`src/rtl/spi_target_if.sv`:
```
// rtl/spi_target_if.sv - SPI pin and host-side buffer signals of spi_target
interface spi_target_if;

  // SPI pins
  logic       sclk;
  logic       ssn;
  logic       mosi;
  logic       miso;

  // transmit side
  logic [7:0] tx_data;
  logic       tx_load;
  logic       tx_pend;

  // receive side
  logic [7:0] rx_data;
  logic       rx_full;
  logic       rx_read;
  logic       overrun;

  // status
  logic       busy;

  // initiator + host side: drives the SPI pins and the host strobes
  modport master (
    output sclk,
    output ssn,
    output mosi,
    output tx_data,
    output tx_load,
    output rx_read,
    input  miso,
    input  tx_pend,
    input  rx_data,
    input  rx_full,
    input  overrun,
    input  busy
  );

  // the target itself
  modport slave (
    input  sclk,
    input  ssn,
    input  mosi,
    input  tx_data,
    input  tx_load,
    input  rx_read,
    output miso,
    output tx_pend,
    output rx_data,
    output rx_full,
    output overrun,
    output busy
  );

endinterface

```
`src/rtl/spi_target.sv`:
```
// rtl/spi_target.sv - SPI mode-0 target with one-byte TX buffer and RX holding register
// Optional: define SPI_TARGET_LSB_FIRST_EN to shift both directions LSB-first (default MSB-first).
module spi_target (
  input  logic        clk,
  input  logic        rst_n,
  spi_target_if.slave bus
);

  typedef enum logic {
    IDLE  = 1'b0,
    SHIFT = 1'b1
  } state_t;

  state_t     state;
  state_t     state_nxt;

  // synchronizer chains; the third sclk/ssn stage is the edge reference
  logic       sclk_s1, sclk_s2, sclk_s3;
  logic       ssn_s1,  ssn_s2,  ssn_s3;
  logic       mosi_s1, mosi_s2;

  logic       sclk_rise;
  logic       sclk_fall;
  logic       ssn_fall;
  logic       ssn_rise;

  // shift datapath
  logic [2:0] bit_cnt;
  logic [7:0] rx_shift;
  logic [7:0] rx_next;
  logic [7:0] tx_shift;
  logic [7:0] tx_adv;
  logic       tx_bit;
  logic       reload_due;

  // buffers visible to the host
  logic [7:0] tx_buf;
  logic       tx_pend_q;
  logic [7:0] rx_data_q;
  logic       rx_full_q;
  logic       overrun_q;

  // qualified events
  logic       start;
  logic       stop;
  logic       shifting;
  logic       byte_done;
  logic       tx_step;
  logic       reload;
  logic [7:0] reload_val;

  // Bring the asynchronous SPI pins into the clk domain; ssn idles high.
  always_ff @(posedge clk or negedge rst_n) begin
    if (!rst_n) begin
      sclk_s1 <= 1'b0;
      sclk_s2 <= 1'b0;
      sclk_s3 <= 1'b0;
      ssn_s1  <= 1'b1;
      ssn_s2  <= 1'b1;
      ssn_s3  <= 1'b1;
      mosi_s1 <= 1'b0;
      mosi_s2 <= 1'b0;
    end else begin
      sclk_s1 <= bus.sclk;
      sclk_s2 <= sclk_s1;
      sclk_s3 <= sclk_s2;
      ssn_s1  <= bus.ssn;
      ssn_s2  <= ssn_s1;
      ssn_s3  <= ssn_s2;
      mosi_s1 <= bus.mosi;
      mosi_s2 <= mosi_s1;
    end
  end

  assign sclk_rise = sclk_s2 & ~sclk_s3;
  assign sclk_fall = ~sclk_s2 & sclk_s3;
  assign ssn_fall  = ~ssn_s2 & ssn_s3;
  assign ssn_rise  = ssn_s2 & ~ssn_s3;

  // Bit order is the only thing the configuration macro changes.
`ifdef SPI_TARGET_LSB_FIRST_EN
  assign rx_next = {mosi_s2, rx_shift[7:1]};
  assign tx_adv  = {1'b0, tx_shift[7:1]};
  assign tx_bit  = tx_shift[0];
`else
  assign rx_next = {rx_shift[6:0], mosi_s2};
  assign tx_adv  = {tx_shift[6:0], 1'b0};
  assign tx_bit  = tx_shift[7];
`endif

  // Event qualification: sclk edges are ignored in the select/deselect cycles.
  assign start      = (state == IDLE) && ssn_fall;
  assign stop       = (state == SHIFT) && ssn_rise;
  assign shifting   = (state == SHIFT) && !ssn_rise;
  assign byte_done  = shifting && sclk_rise && (bit_cnt == 3'd7);
  assign tx_step    = shifting && sclk_fall;
  assign reload     = start || (tx_step && reload_due);
  assign reload_val = tx_pend_q ? tx_buf : 8'h00;

  // State register.
  always_ff @(posedge clk or negedge rst_n) begin
    if (!rst_n) begin
      state <= IDLE;
    end else begin
      state <= state_nxt;
    end
  end

  // Next state: select starts a frame, deselect ends it wherever it is.
  always_comb begin
    state_nxt = state;
    case (state)
      IDLE:    if (ssn_fall) state_nxt = SHIFT;
      SHIFT:   if (ssn_rise) state_nxt = IDLE;
      default: state_nxt = IDLE;
    endcase
  end

  // Outputs: miso only driven while selected; host-side registers exported.
  always_comb begin
    bus.busy    = (state == SHIFT);
    bus.miso    = (state == SHIFT) ? tx_bit : 1'b0;
    bus.tx_pend = tx_pend_q;
    bus.rx_data = rx_data_q;
    bus.rx_full = rx_full_q;
    bus.overrun = overrun_q;
  end

  // Shift datapath: sample on sclk rise, advance/reload TX on sclk fall.
  always_ff @(posedge clk or negedge rst_n) begin
    if (!rst_n) begin
      bit_cnt    <= 3'd0;
      rx_shift   <= 8'h00;
      tx_shift   <= 8'h00;
      reload_due <= 1'b0;
    end else if (start) begin
      bit_cnt    <= 3'd0;
      rx_shift   <= 8'h00;
      tx_shift   <= reload_val;
      reload_due <= 1'b0;
    end else if (stop) begin
      // a partial byte is simply dropped
      bit_cnt    <= 3'd0;
      rx_shift   <= 8'h00;
      reload_due <= 1'b0;
    end else if (shifting) begin
      if (sclk_rise) begin
        rx_shift <= rx_next;
        bit_cnt  <= bit_cnt + 3'd1;
        // the next falling edge starts the following byte
        if (bit_cnt == 3'd7) begin
          reload_due <= 1'b1;
        end
      end
      if (sclk_fall) begin
        if (reload_due) begin
          tx_shift   <= reload_val;
          reload_due <= 1'b0;
        end else begin
          tx_shift   <= tx_adv;
        end
      end
    end
  end

  // TX buffer: a host load wins over a simultaneous reload, which still
  // takes the previous buffer contents through reload_val.
  always_ff @(posedge clk or negedge rst_n) begin
    if (!rst_n) begin
      tx_buf    <= 8'h00;
      tx_pend_q <= 1'b0;
    end else if (bus.tx_load) begin
      tx_buf    <= bus.tx_data;
      tx_pend_q <= 1'b1;
    end else if (reload) begin
      tx_pend_q <= 1'b0;
    end
  end

  // RX holding register, full flag and sticky overrun.
  always_ff @(posedge clk or negedge rst_n) begin
    if (!rst_n) begin
      rx_data_q <= 8'h00;
      rx_full_q <= 1'b0;
      overrun_q <= 1'b0;
    end else begin
      if (byte_done) begin
        rx_data_q <= rx_next;
        rx_full_q <= 1'b1;
      end else if (bus.rx_read) begin
        rx_full_q <= 1'b0;
      end
      // a read in the completion cycle counts as consuming the old byte
      if (byte_done && rx_full_q && !bus.rx_read) begin
        overrun_q <= 1'b1;
      end else if (bus.rx_read) begin
        overrun_q <= 1'b0;
      end
    end
  end

endmodule
```
`src/flat_wrapper.sv`:
```
// flat-port wrapper written by rule: the top's interface ports become plain ports
module spi_target_flat 
  (clk, rst_n, bus_sclk, bus_ssn, bus_mosi, bus_tx_data, bus_tx_load, bus_rx_read, bus_miso, bus_tx_pend, bus_rx_data, bus_rx_full, bus_overrun, bus_busy);
  spi_target_if bus_i ();
  input  logic clk;
  input  logic rst_n;
  input wire logic [$bits(bus_i.sclk)-1:0] bus_sclk;
  input wire logic [$bits(bus_i.ssn)-1:0] bus_ssn;
  input wire logic [$bits(bus_i.mosi)-1:0] bus_mosi;
  input wire logic [$bits(bus_i.tx_data)-1:0] bus_tx_data;
  input wire logic [$bits(bus_i.tx_load)-1:0] bus_tx_load;
  input wire logic [$bits(bus_i.rx_read)-1:0] bus_rx_read;
  output wire logic [$bits(bus_i.miso)-1:0] bus_miso;
  output wire logic [$bits(bus_i.tx_pend)-1:0] bus_tx_pend;
  output wire logic [$bits(bus_i.rx_data)-1:0] bus_rx_data;
  output wire logic [$bits(bus_i.rx_full)-1:0] bus_rx_full;
  output wire logic [$bits(bus_i.overrun)-1:0] bus_overrun;
  output wire logic [$bits(bus_i.busy)-1:0] bus_busy;
  assign bus_i.sclk = bus_sclk;
  assign bus_i.ssn = bus_ssn;
  assign bus_i.mosi = bus_mosi;
  assign bus_i.tx_data = bus_tx_data;
  assign bus_i.tx_load = bus_tx_load;
  assign bus_i.rx_read = bus_rx_read;
  assign bus_miso = bus_i.miso;
  assign bus_tx_pend = bus_i.tx_pend;
  assign bus_rx_data = bus_i.rx_data;
  assign bus_rx_full = bus_i.rx_full;
  assign bus_overrun = bus_i.overrun;
  assign bus_busy = bus_i.busy;
  spi_target u_core (.clk(clk), .rst_n(rst_n), .bus(bus_i));
endmodule
```
`config.mk`:
```
export PLATFORM = sky130hd
export DESIGN_NAME = spi_target_flat
export DESIGN_NICKNAME = d
export VERILOG_FILES = /design/src/rtl/spi_target_if.sv /design/src/rtl/spi_target.sv /design/src/flat_wrapper.sv
export SDC_FILE = /design/constraint.sdc
export NUM_CORES = 1
export LEC_CHECK = 0
export CORE_UTILIZATION = 58
export DETAILED_ROUTE_END_ITERATION = 10
export PLACE_DENSITY = 0.85
export REMOVE_ABC_BUFFERS = 1
export SETUP_SLACK_MARGIN = 0.15
export SYNTH_ARGS = -nofsm -noshare
export SYNTH_HDL_FRONTEND = slang
export SYNTH_SLANG_ARGS = --single-unit
```
`constraint.sdc`:
```
create_clock -name clk -period 3.1 [get_ports clk]
set_clock_uncertainty 0.1 [all_clocks]
set_input_delay 0.465 -clock clk [delete_from_list [all_inputs] [get_ports clk]]
set_output_delay 0.465 -clock clk [all_outputs]
set_load 0.005 [all_outputs]
```
* After elaboration in Yosys (flattened, before gate mapping)
Cells that the tools add are included.
Storage, ports and cells: register bits 47, word-level logic and storage cells 81
Operators by class: add/sub/neg operators 1, equal/unequal tests 2, mux-type cells 30, bitwise logic cells 9, reduce and logical (&&, ||, !) cells 21
Operators with widths (count):
- $mux W8 | 6
- $mux W7 | 4
- $mux W1 | 15
- $mux W3 | 4
- $reduce_bool A2 Y1 | 5
- $logic_and A1 B1 Y1 | 9
- $reduce_bool A3 Y1 | 2
- $not A1 Y1 | 5
- $and A1 B1 Y1 | 4
- $add A3 B1 Y3 const B | 1
- $eq A3 B3 Y1 const B | 1
- $reduce_and A3 Y1 | 1
- $logic_not A1 Y1 | 2
- $ne A2 B1 Y1 const B | 1
- $pmux W1 S2 | 1
- $reduce_and A2 Y1 | 1
- $logic_or A1 B1 Y1 | 1

* Logic depth before layout (Yosys ltp)
word-level depth 9, gate-level depth with buffers 5, gate-level depth less buffers 5

* Worst setup path before layout
Ideal clock, no wire load.
kind reg-to-reg, start point register u_core.ssn_s2, end point register u_core.tx_shift[0], setup time 0.125 ns, arrival 1.631 ns, slack 1.244 ns, cell stages (with the launch flop) 6, path buffers 2, path through dfstp_2 > and4bb_1 > buf_6 > or3_4 > buf_6 > mux2_4
On the way: word-level cells in the longest chain between the ends 5, elaborated cells between the ends (all ways) 12, those cells by class 1 x eq/ne; 1 x mux; 3 x bitwise; 7 x reduce/logical
RTL lines:
- start, declared | line spi_target.sv:19 | logic ssn_s1, ssn_s2, ssn_s3;
- start signal, assigned | line spi_target.sv:68 | ssn_s2 <= ssn_s1;
- $not A1 Y1 or $and A1 B1 Y1 (tied branches) | line spi_target.sv:77, spi_target.sv:78
- $and A1 B1 Y1 or $logic_not A1 Y1 (tied branches) | line spi_target.sv:77, spi_target.sv:94
- $logic_and A1 B1 Y1 (on tied branches) | line spi_target.sv:92, spi_target.sv:94
- $ne A2 B1 Y1 (no line) or $reduce_bool A2 Y1 (tied branches)
- $reduce_and A3 Y1 (no line)
- end signal, assigned | line spi_target.sv:139 | tx_shift <= reload_val;
- end signal, assigned | line spi_target.sv:157 | tx_shift <= reload_val;
- end signal, assigned | line spi_target.sv:160 | tx_shift <= tx_adv;
- end, declared | line spi_target.sv:31 | logic [7:0] tx_shift;
Several ways; a longest one is shown, not always the timed one. A chain may end at the register's enable or synchronous reset.

* Worst setup path after layout
start point register u_core.state (netlist: u_core.bus.busy), end point output bus_miso
On the way: word-level cells in the longest chain between the ends 1
RTL lines:
- start, declared | line spi_target.sv:14 | state_t state;
- start signal, assigned | line spi_target.sv:105 | state <= state_nxt;
- $mux W1 | line spi_target.sv:122 | bus.miso = (state == SHIFT) ? tx_bit : 1'b0;
- end, declared | line flat_wrapper.sv:13 | output wire logic [$bits(bus_i.miso)-1:0] bus_miso;
Every way passes these cells.

==> flow_summary_export.csv <==
group,metric,value,unit
run_status,status,"finished, final reports clean",
critical_path,crit_type,"reg -> out",
routing,drtAntennaViolNets,0,
cells_and_area,syn_to_final_growth,16.0,%
cells_and_area,drive_gt1_share,16.8,%
hold_path,min_path_type,"in -> async",
critical_path,worstPathArrival,1.85,ns
synthesis,ys_ff_latch,47,
routing,first_pass_iters,4,
critical_path,critPathBufInv,1,
clock_tree,root_buffer,"clkbuf_4",
routing,routedWlPerCell,15.7,um
global_route,grtUsageMet3,6.93,%
routing,viasPerCell,5.90,
critical_path,critPathTopFamily,"flip-flops",
clock_tree,htree_levels,2,
sta,worst_pin_slew,1.01,ns
pwr,clockPowerShare,26.4,%
sta,max_freq,415,MHz
synthesis,synth_top_cell_by_area,"dfrtp_1",
synthesis,post_synth_num_cell_types,34,
flow_run,maxCapViolCount,0,
cells_and_area,layout.cells.non_filler,237,
floorplanning,start_util,60.6,%
clock_tree,clockBufferDepth,2,
cells_and_area,nFillCells,255,
clock_tree,cts_setup_buffers,0,
synthesis,synth_cells,169,
critical_path,start_kind,"register",
place,io_buffers,27,
global_route,grt_pass1_wl,6.13,mm
cells_and_area,finalNetCount,207,
global_route,grt_antenna_before_repair,0,
synthesis,ys_top_cells_by_area,"dfrtp_1, mux2_2, dfstp_2",
critical_path,slowest_delay,0.77,ns
sta,finalCritPeriodShare,77.8,%
synthesis,mappedNetlistArea,0.00202,mm2
synthesis,synth_top_cell_area_share,54.4,%
critical_path,path_cells,"and2_1 -> clkdlybuf4s50_1",
floorplanning,rows,21,
routing,drc,0,
synthesis,synth_edf_count,0,
sta,slew_viol_final,0,
synthesis,avgSynthCellArea,12.0,um2
sta,rsz0062_at_grt,"false",
pwr,p_int,897,uW
clock_tree,hold_buffers,0,
floorplanning,io_pins,28,
cells_and_area,antenna_cells,0,
sta,setup_violations,0,
synthesis,synth-main-ff-cell,"dfrtp_1",
global_route,gr-usage-met1,32.4,%
pwr,p_sw_share,26.0,%
place,dpl.cell_count,229,
routing,first_iter_violations,85,
floorplanning,die_x,61.1,um
synthesis,synth_seq_area_share,58.3,%
global_route,grt_max_degree,48,
sta,tns,0,ns
routing,wirelength,3.73,mm
pwr,p_leak,0.00100,uW
floorplanning,core-area,0.00334,mm2
sta,hold_violations,0,
global_route,grt_pass1_vias,1306,
global_route,grt_overflow,0,
pwr,power.density,516,mW/mm2
global_route,grt_usage,23.2,%
clock_tree,clk_pin_slew,0.12,ns
critical_path,crit_path_end_kind,"output port",
cells_and_area,stdcell_area,0.00235,mm2
clock_tree,cts_made_buffers,5,
pwr,combPwrFrac,14.1,%
pwr,p_seq_share,59.6,%
place,place_congestion,0.829,
critical_path,crit_fanout,23,
synthesis,synthArstFlopShare,100,%
routing,num_vias,1398,
place,pre_cts_ws,1.07,ns
clock_tree,post_cts_resized,0,
floorplanning,die-area,0.00373,mm2
clock_tree,cts_sinks,47,
sta,slew_headroom,32.8,%
floorplanning,die_y,61.1,um
global_route,busiest_layer,"met2",
critical_path,required,2.53,ns
pwr,power_switching,315,uW
clock_tree,cts_tree,"built",
pwr,ir_worst_vdd,352,uV
place,place_area,0.00228,mm2
global_route,use_met2,34.0,%
synthesis,yosys_warnings,0,
place,dpl.hpwl,2.60,mm
sta,finalCriticalPeriod,2.41,ns
critical_path,cp_slowest_cell,"dfrtp_1",
clock_tree,clk_latency,0.37,ns
sta,worst_slack,0.688,ns
-- logic make-up after synthesis --
| kind of cell | share of synthesized area [%] |
|---|---|
| compound gates | 11.5 |
| fa+ha+maj | 1.24 |
| buf+inv | 6.12 |
| flops | 58.3 |
| mux | 9.65 |
| simple gates | 13.2 |
-- flip-flops by register name (all words and copies together), names as in the netlist, 3 cells and up --
signal,flops
u_core.rx_shift,7
u_core.tx_buf,8
u_core.bit_cnt,3
u_core.bus.rx_data,8
u_core.tx_shift,8
-- routing by layer --
layer,up-vias,wire length (um),part of all wire (%)
met3,7,188,5.0
met5,-,0,0
met4,0,78,2.1
li1,662,-,-
met1,682,1740,47
met2,47,1720,46
-- power groups by stage --
stage / clock network [uW] / logic, uW / registers, uW
finish: 320 / 170 / 722
global route: 352 / 190 / 731
CTS: 324 / 170 / 721
detailed placement: 0 / 169 / 734
global placement: 0 / 161 / 729
floorplan: 0 / 105 / 717
-- path summary, 6_finish.rpt --
kind | startpoint | endpoint | slack (ns) | cells after the start
setup / recovery | u_core.bus.busy$_DFF_PN0_ | bus_miso | 0.69 | 2
hold / removal | rst_n | u_core.mosi_s2$_DFF_PN0_ | 0.16 | 1
setup reg to reg | u_core.ssn_s3$_DFF_PN1_ | u_core.bus.rx_data[4]$_DFFE_PN0P_ | 1.06 | 3
hold reg to reg | u_core.mosi_s1$_DFF_PN0_ | u_core.mosi_s2$_DFF_PN0_ | 0.26 | 0
max in group asynchronous | rst_n | u_core.tx_buf[6]$_DFFE_PN0P_ | 2.13 | 1
min in group clk | u_core.mosi_s1$_DFF_PN0_ | u_core.mosi_s2$_DFF_PN0_ | 0.26 | 0
-- stage by stage --
step / total power [uW] / hold WS [ns] / utilization [%]
final: 1210 / 0.155 / 70.3
after global routing: 1270 / 0.215 / 70.3
after CTS: 1220 / 0.182 / 70.3
after detailed placement: 903 / 0.237 / 68.3
after global placement: 890 / 0.232 / 68.3
after floorplan: 822 / 0.0694 / -
-- synthesized netlist by cell type (2+ instances only) --
master / n
ha_1: 2
nor4_1: 7
dfstp_2: 3
o21ai_0: 3
nand2_1: 3
nor2_1: 3
o211ai_1: 7
nand3_1: 8
dfrtp_1: 44
o31ai_1: 10
clkbuf_1: 10
buf_6: 3
mux2_2: 15
a31oi_1: 7
a21oi_1: 4
nand4_1: 10
inv_1: 12
or2b_1: 2
-- area by class of cell --
cell class / instances / area (um2) / area share (%)
inverter: 13 / 48.8 / 2.08
multi-input combinational: 95 / 719 / 30.7
sequential: 47 / 1180 / 50.3
timing repair buffer: 28 / 273 / 11.6
tap: 46 / 57.6 / 2.45
clock buffer: 8 / 68.8 / 2.93
-- placed cells by master, fill, tap and decap left out, drive strengths merged --
cell type	n
nor3b	1
o21ai	3
clkdlybuf4s50	26
or3	1
and4b	1
clkbuf	8
dfstp	3
a21boi	1
nor4	7
o211ai	7
a21oi	4
nor2b	1
nand4	10
or3b	1
a31oi	7
clkinv	1
inv	12
and4bb	1
buf	2
nand2	3
dfrtp	44
o22ai	1
and2	1
a41oi	1
nand2b	1
or2b	2
ha	2
o31ai	10
and3b	1
mux2	17
nor2	3
nand3	8
(Power assumes the default switching activity.)
